## src/rtl/apb_initiator_if.sv

```systemverilog
// Bundle for the command/response handshake and the APB bus of apb_initiator.
// The initiator uses modport master; the command source/responder side uses slave.
interface apb_initiator_if;
    logic        req_valid;
    logic        req_ready;
    logic [15:0] req_addr;
    logic [7:0]  req_wdata;
    logic        req_write;
    logic        rsp_valid;
    logic        rsp_ready;
    logic [7:0]  rsp_rdata;
    logic        rsp_error;
    logic [15:0] paddr;
    logic [7:0]  pwdata;
    logic        pwrite;
    logic        psel;
    logic        penable;
    logic [7:0]  prdata;
    logic        pready;

    modport master (
        input  req_valid, req_addr, req_wdata, req_write, rsp_ready, prdata, pready,
        output req_ready, rsp_valid, rsp_rdata, rsp_error,
        output paddr, pwdata, pwrite, psel, penable
    );

    modport slave (
        output req_valid, req_addr, req_wdata, req_write, rsp_ready, prdata, pready,
        input  req_ready, rsp_valid, rsp_rdata, rsp_error,
        input  paddr, pwdata, pwrite, psel, penable
    );
endinterface

```

## src/rtl/apb_initiator.sv

```systemverilog
// Single-outstanding APB requester: one valid/ready command becomes one SETUP/ACCESS
// transfer, with a bounded wait on pready that turns a hung responder into an error.
module apb_initiator #(
    parameter int unsigned TIMEOUT = 255
) (
    input logic             clk,
    input logic             n_rst,
    apb_initiator_if.master bus
);

    localparam int unsigned CW = (TIMEOUT == 0) ? 1 : $clog2(TIMEOUT + 1);
    localparam logic [CW-1:0] CNT_LAST = (TIMEOUT == 0) ? '0 : CW'(TIMEOUT - 1);
    localparam logic [CW-1:0] CNT_MAX  = '1;

    typedef enum logic [1:0] {IDLE, SETUP, ACCESS, RESP} state_t;

    state_t        state_q;
    logic [CW-1:0] cnt_q;
    logic [CW-1:0] cnt_d;
    logic          timeout_hit;
    logic          req_ready_q;
    logic          rsp_valid_q;
    logic [7:0]    rsp_rdata_q;
    logic          rsp_error_q;
    logic [15:0]   paddr_q;
    logic [7:0]    pwdata_q;
    logic          pwrite_q;
    logic          psel_q;
    logic          penable_q;

    // Wait counter saturates instead of wrapping, which matters when the timeout is disabled.
    always_comb begin
        cnt_d       = (cnt_q == CNT_MAX) ? cnt_q : cnt_q + 1'b1;
        timeout_hit = (TIMEOUT != 0) && (cnt_q == CNT_LAST);
    end

    always_ff @(posedge clk or negedge n_rst) begin
        if (!n_rst) begin
            state_q     <= IDLE;
            cnt_q       <= '0;
            req_ready_q <= 1'b0;
            rsp_valid_q <= 1'b0;
            rsp_rdata_q <= '0;
            rsp_error_q <= 1'b0;
            paddr_q     <= '0;
            pwdata_q    <= '0;
            pwrite_q    <= 1'b0;
            psel_q      <= 1'b0;
            penable_q   <= 1'b0;
        end else begin
            case (state_q)
                IDLE: begin
                    req_ready_q <= 1'b1;
                    if (bus.req_valid && req_ready_q) begin
                        paddr_q     <= bus.req_addr;
                        pwdata_q    <= bus.req_wdata;
                        pwrite_q    <= bus.req_write;
                        psel_q      <= 1'b1;
                        penable_q   <= 1'b0;
                        req_ready_q <= 1'b0;
                        state_q     <= SETUP;
                    end
                end
                SETUP: begin
                    penable_q <= 1'b1;
                    cnt_q     <= '0;
                    state_q   <= ACCESS;
                end
                ACCESS: begin
                    // A pready arriving on the final allowed cycle still counts as success.
                    if (bus.pready) begin
                        rsp_rdata_q <= pwrite_q ? 8'h00 : bus.prdata;
                        rsp_error_q <= 1'b0;
                        rsp_valid_q <= 1'b1;
                        psel_q      <= 1'b0;
                        penable_q   <= 1'b0;
                        state_q     <= RESP;
                    end else if (timeout_hit) begin
                        rsp_rdata_q <= 8'h00;
                        rsp_error_q <= 1'b1;
                        rsp_valid_q <= 1'b1;
                        psel_q      <= 1'b0;
                        penable_q   <= 1'b0;
                        state_q     <= RESP;
                    end else begin
                        cnt_q <= cnt_d;
                    end
                end
                RESP: begin
                    if (bus.rsp_ready) begin
                        rsp_valid_q <= 1'b0;
                        req_ready_q <= 1'b1;
                        state_q     <= IDLE;
                    end
                end
                default: state_q <= IDLE;
            endcase
        end
    end

    assign bus.req_ready = req_ready_q;
    assign bus.rsp_valid = rsp_valid_q;
    assign bus.rsp_rdata = rsp_rdata_q;
    assign bus.rsp_error = rsp_error_q;
    assign bus.paddr     = paddr_q;
    assign bus.pwdata    = pwdata_q;
    assign bus.pwrite    = pwrite_q;
    assign bus.psel      = psel_q;
    assign bus.penable   = penable_q;

endmodule
```

## src/flat_wrapper.sv

```systemverilog
// flat-port wrapper written by rule: the top's interface ports become plain ports
module apb_initiator_flat 
#(
    parameter int unsigned TIMEOUT = 255
)
  (clk, n_rst, bus_req_valid, bus_req_addr, bus_req_wdata, bus_req_write, bus_rsp_ready, bus_prdata, bus_pready, bus_req_ready, bus_rsp_valid, bus_rsp_rdata, bus_rsp_error, bus_paddr, bus_pwdata, bus_pwrite, bus_psel, bus_penable);
  apb_initiator_if bus_i ();
  input logic clk;
  input logic n_rst;
  input wire logic [$bits(bus_i.req_valid)-1:0] bus_req_valid;
  input wire logic [$bits(bus_i.req_addr)-1:0] bus_req_addr;
  input wire logic [$bits(bus_i.req_wdata)-1:0] bus_req_wdata;
  input wire logic [$bits(bus_i.req_write)-1:0] bus_req_write;
  input wire logic [$bits(bus_i.rsp_ready)-1:0] bus_rsp_ready;
  input wire logic [$bits(bus_i.prdata)-1:0] bus_prdata;
  input wire logic [$bits(bus_i.pready)-1:0] bus_pready;
  output wire logic [$bits(bus_i.req_ready)-1:0] bus_req_ready;
  output wire logic [$bits(bus_i.rsp_valid)-1:0] bus_rsp_valid;
  output wire logic [$bits(bus_i.rsp_rdata)-1:0] bus_rsp_rdata;
  output wire logic [$bits(bus_i.rsp_error)-1:0] bus_rsp_error;
  output wire logic [$bits(bus_i.paddr)-1:0] bus_paddr;
  output wire logic [$bits(bus_i.pwdata)-1:0] bus_pwdata;
  output wire logic [$bits(bus_i.pwrite)-1:0] bus_pwrite;
  output wire logic [$bits(bus_i.psel)-1:0] bus_psel;
  output wire logic [$bits(bus_i.penable)-1:0] bus_penable;
  assign bus_i.req_valid = bus_req_valid;
  assign bus_i.req_addr = bus_req_addr;
  assign bus_i.req_wdata = bus_req_wdata;
  assign bus_i.req_write = bus_req_write;
  assign bus_i.rsp_ready = bus_rsp_ready;
  assign bus_i.prdata = bus_prdata;
  assign bus_i.pready = bus_pready;
  assign bus_req_ready = bus_i.req_ready;
  assign bus_rsp_valid = bus_i.rsp_valid;
  assign bus_rsp_rdata = bus_i.rsp_rdata;
  assign bus_rsp_error = bus_i.rsp_error;
  assign bus_paddr = bus_i.paddr;
  assign bus_pwdata = bus_i.pwdata;
  assign bus_pwrite = bus_i.pwrite;
  assign bus_psel = bus_i.psel;
  assign bus_penable = bus_i.penable;
  apb_initiator #(.TIMEOUT(TIMEOUT)) u_core (.clk(clk), .n_rst(n_rst), .bus(bus_i));
endmodule
```

## config.mk

```make
export PLATFORM = sky130hd
export DESIGN_NAME = apb_initiator_flat
export DESIGN_NICKNAME = d
export VERILOG_FILES = /design/src/rtl/apb_initiator_if.sv /design/src/rtl/apb_initiator.sv /design/src/flat_wrapper.sv
export SDC_FILE = /design/constraint.sdc
export NUM_CORES = 1
export LEC_CHECK = 0
export BUFFER_PORTS_ARGS = -buffer_cell sky130_fd_sc_hd__buf_2
export CAP_MARGIN = 20
export CORE_MARGIN = 8
export CORE_UTILIZATION = 50
export CTS_CLUSTER_DIAMETER = 80
export DETAILED_ROUTE_END_ITERATION = 6
export PLACE_DENSITY = 0.81
export SLEW_MARGIN = 20
export SYNTH_ARGS = -nofsm -noshare
export SYNTH_HDL_FRONTEND = slang
export SYNTH_SLANG_ARGS = --single-unit
```

## constraint.sdc

```tcl
create_clock -name clk -period 4.1 [get_ports clk]
set_clock_uncertainty 0.05 [all_clocks]
set_input_delay 0.82 -clock clk [delete_from_list [all_inputs] [get_ports clk]]
set_output_delay 0.82 -clock clk [all_outputs]
set_load 0.02 [all_outputs]
```

Yosys cells after proc, flatten, opt, wreduce, memory -nomap -nowiden --
Index checks and enable logic that the tools add are counted.
Word-level totals: register bits 48, bits in latches 0, memory bits (writable) 0, ROM bits 0, bits of input ports 38, output and inout port bits 38, word-level logic and storage cells 65, memories 0
Cells by class: add/subtract/negate cells 1, multiply operators 0, div/mod/pow operators 0, order comparisons 0, eq/ne operators 11, shift-type cells 0, mux-type cells 26, bitwise logic cells 0, reduce and logical (&&, ||, !) cells 16
Operators with widths (number):
- $mux W8 | 6
- $eq A8 B8 Y1 const B | 2
- $pmux W8 S2 | 1
- $reduce_and A3 Y1 | 4
- $mux W1 | 10
- $reduce_bool A2 Y1 | 5
- $add A8 B1 Y8 const B | 1
- $mux W2 | 4
- $ne A2 B2 Y1 const B | 4
- $pmux W2 S4 | 1
- $pmux W1 S2 | 3
- $reduce_and A2 Y1 | 3
- $eq A2 B2 Y1 const B | 2
- $reduce_and A4 Y1 | 1
- $ne A3 B2 Y1 const B | 1
- $pmux W1 S3 | 1
- $reduce_bool A3 Y1 | 1
- $eq A2 B1 Y1 const B | 1
- $logic_not A2 Y1 | 1
- $ne A2 B1 Y1 const B | 1
- $logic_and A1 B1 Y1 | 1

Depth between registers and ports, before layout --
depth in word-level cells 5, gate-level depth with buffers 7, depth with buffers taken out 6

Worst setup path after synthesis --
Ideal clock, no wire load.
path type input -> register, from in bus_req_valid, to reg u_core.paddr_q[10], in the netlist u_core.bus.paddr[10], library setup time 0.125 ns, data arrival time 1.620 ns, data required time 3.925 ns, slack 2.306 ns, stages on the path 3, buffers on the path 1, cell sequence nand3_1 -> buf_2 -> mux2_2
Between the ends: cells in the longest elaborated chain, start to end 2
Ends and longest elaborated chain:
- from (decl) | RTL line flat_wrapper.sv:10 | input wire logic [$bits(bus_i.req_valid)-1:0] bus_req_valid;
- $logic_and A1 B1 Y1 | RTL line apb_initiator.sv:54 | if (bus.req_valid && req_ready_q) begin
- $reduce_and A2 Y1 (no source line)
- to (signal assigned) | RTL line apb_initiator.sv:55 | paddr_q <= bus.req_addr;
- to (decl) | RTL line apb_initiator.sv:25 | logic [15:0] paddr_q;
No other way between the ends. A chain may end at the register's enable or synchronous reset.

Final worst setup path --
from reg u_core.state_q[0], to reg u_core.paddr_q[7], in the netlist u_core.bus.paddr[7]
Between the ends: cells in the longest elaborated chain, start to end 2
Ends and longest elaborated chain:
- from (decl) | RTL line apb_initiator.sv:17 | state_t state_q;
- from (signal assigned) | RTL line apb_initiator.sv:39 | state_q <= IDLE;
- from (signal assigned) | RTL line apb_initiator.sv:61 | state_q <= SETUP;
- from (signal assigned) | RTL line apb_initiator.sv:67 | state_q <= ACCESS;
- $logic_not A2 Y1 | RTL line apb_initiator.sv:51 | case (state_q)
- $reduce_and A2 Y1 (no source line)
No other way between the ends.

==> reports/metrics.cfg <==
[yosys]
avgSynthCellArea_um2=12.9
ys_seq_elements=48
synth-main-ff-cell=dfrtp_1
synth_fp_nets=203
ys.warnings.count=0
synth_edf_count=0
synth-adder-area-share_pct=3.66
yosys.area.top_type=dfrtp_1
synth_top_family_by_area=multiplexers
synthSimpleGateAreaFrac_pct=8.36
synth_mux_area_share_pct=15.3
synth.area.top_cells=dfrtp_1 (59%), mux2_2 (14%), ha_1 (3.7%)
netlist_area_mm2=0.00205
netlist_instances=159
synth_most_common_cell=dfrtp_1
ys_types=29
synth_top_area_share_pct=58.6
synthXorXnorAreaFrac_pct=0
synthArstFlopShare_pct=100
netlist_top_cells_count=dfrtp_1 (48), mux2_2 (25), nand2_1 (11), a22o_1 (8), nor2_1 (8)
ys_seq_area_share_pct=58.6
synth_compound_area_share_pct=12.4

[sta]
fin_setup_tns_ns=0
slew_headroom_pct=57.7
finalCritPeriodShare_pct=47.7
rsz0062_at_grt=false
period_minus_slack_ns=1.96
final_max_slew_viol_count=0
hold_viol=0
worst_slew_pin_slew_ns=0.634
finalSetupViolCount=0
fmax_ghz=0.511

[clock_network]
cts_resized=0
cts_buffers=5
cts_hold_buf=0
htreeDepth=2
clock_path_buffers=2
tritoncts=built
clk_root_buffer_cell=clkbuf_8
clk_pin_slew_ns=0.08
post_cts_buffers=0
insertion_delay_ns=0.30
cts_sinks=48

[placed_design]
hpwl_um=3530
gp_congestion=0.884
io_buffers=75

[pwr]
ir_worst_vdd_uv=427
finalPower_mw=2.04
leakage_nw=1.30
p_per_area_mw_per_mm2=788

[floorplanning]
die_area_mm2=0.00641
die_h_um=80.0
die_w_um=80.0
start_util_pct=51.6
rows=23
core_mm2=0.00397
io_pins=76

[global_route]
grt_pass1_vias=1588
grt.total_usage_pct=15.1
grt_antenna_before_repair=0
grt_max_degree=49
overflow=0
grt_first_pass_wirelength_um=7520

[critical_path]
reg2reg_setup_slack_ns=2.14
worstPathCellList=inv_1 -> ha_1 -> nand3_2 -> mux2_2
cp.arrival_ns=2.09
r2r_cells=4
crit_slowest_cell=nand3_2
start_kind=flop
critical_path.max_stage_delay_ns=0.52
r2r-end=u_core.bus.paddr[7]
cp.required_ns=4.24
end_kind=flop
critPathMaxFanout=26
crit_start=u_core.state_q[0]
path_class=reg -> reg
r2r-start=u_core.state_q[0]

[worst_hold_path]
whs_path_depth=1
whs_endpoint=u_core.bus.penable
hp-class=reg -> reg
min_from=u_core.bus.penable

[run]
maxCapViolations=0

[routing]
ant_nets=0
wl_um=4740
wl_met3_um=477
wire_per_inst_um=16.4
viasPerCell=5.21
highest_layer=met4
wl_met1_um=1960
drc=0
drt_iter0_markers=108
drt-pass1-iter-count=4
num_vias=1506
met2_length_um=2220

[finish]
postLayoutCoreUtil_pct=65.2
seq_area_mm2=0.00120
multi_input_area_um2=821
n_antenna_cell=0
final_layout_size_suffix_gt1_share_pct=46.0
fillers=310
area_growth_pct=26.2
nNetsFinal=282

[status]
outcome=finished, final reports clean

==> critical path: cells and delay by family, from the launching register on <==
kind | cells | cell delay [ns]
fa+ha+maj | 1 | 0.26
mux | 1 | 0.50
buf+inv | 1 | 0.11
flops | 1 | 0.41
simple gates | 1 | 0.52
==> report_power, final <==
group | switching (mW) | internal [mW] | total [mW]
registers | 0.119 | 0.677 | 0.796
clock network | 0.150 | 0.181 | 0.331
logic | 0.540 | 0.372 | 0.911
total | 0.809 | 1.23 | 2.04
==> placed cells by master, fill, tap and decap left out, types with 2 or more instances in the layout <==
cell type,Yosys,routed
dfrtp_1,48,48
o21ai_0,7,7
clkbuf_8,0,5
a21oi_1,5,5
nand2_1,11,11
ha_1,6,6
mux2_2,25,25
mux2_1,2,2
o21ai_1,3,3
o41ai_1,2,2
nor3_1,2,2
a22o_1,8,8
nand3_1,6,5
inv_1,5,5
nand2b_1,3,3
nor2_1,8,8
buf_2,3,74
o211ai_1,3,3
==> through the flow <==
stage	setup WS (ns)	instance area [µm²]	hold slack [ns]	instances
detailed placement	2.00	2480	0.431	281
CTS	2.15	2590	0.454	289
finish	2.14	2590	0.446	289
global placement	1.58	2470	0.428	281
floorplan	2.31	2050	0.450	159
global route	2.00	2590	0.464	289
==> worst max-delay path by stage <==
stage,to,slack [ns],cells after the start
finish,u_core.bus.paddr[7],2.14,4
global route,u_core.bus.pwdata[6],2.00,4
CTS,u_core.bus.paddr[7],2.15,4
detailed placement,u_core.bus.paddr[7],2.00,3
global placement,u_core.bus.paddr[7],1.58,3
floorplan,u_core.bus.paddr[10],2.31,3
==> final cells by class <==
type / count / share of cell area (%)
well taps: 50 / 2.42
multi-input cells: 103 / 31.7
flip-flops and latches: 48 / 46.4
repair buffers: 75 / 14.6
clock inverters: 2 / 1.35
clock buffers: 6 / 2.80
inverters: 5 / 0.725
==> registers in the layout, indices dropped and copies added (netlist names) <==
name and count:
u_core.bus.paddr 16, u_core.bus.penable 1, u_core.bus.psel 1, u_core.bus.pwdata 8, u_core.bus.pwrite 1, u_core.bus.req_ready 1
u_core.bus.rsp_error 1, u_core.bus.rsp_rdata 8, u_core.bus.rsp_valid 1, u_core.cnt_q 8, u_core.state_q 2
==> metal layers <==
| layer | vias up | track usage [%] |
|---|---|---|
| li1 | 733 | - |
| met1 | 704 | 18.1 |
| met2 | 60 | 23.3 |
| met3 | 9 | 6.19 |
| met4 | 0 | 6.55 |
| met5 | - | 0 |
==> logic make-up (layout without fill, tap and decap cells) <==
| logic type | Yosys count | count (layout) |
|---|---|---|
| and+or+nand+nor | 34 | 34 |
| adders and majority gates | 6 | 6 |
| AOI/OAI and AO/OA | 35 | 35 |
| muxes | 28 | 28 |
| DFF | 48 | 48 |
| buffers and inverters | 8 | 88 |
Power figures use the tool's default switching activity.
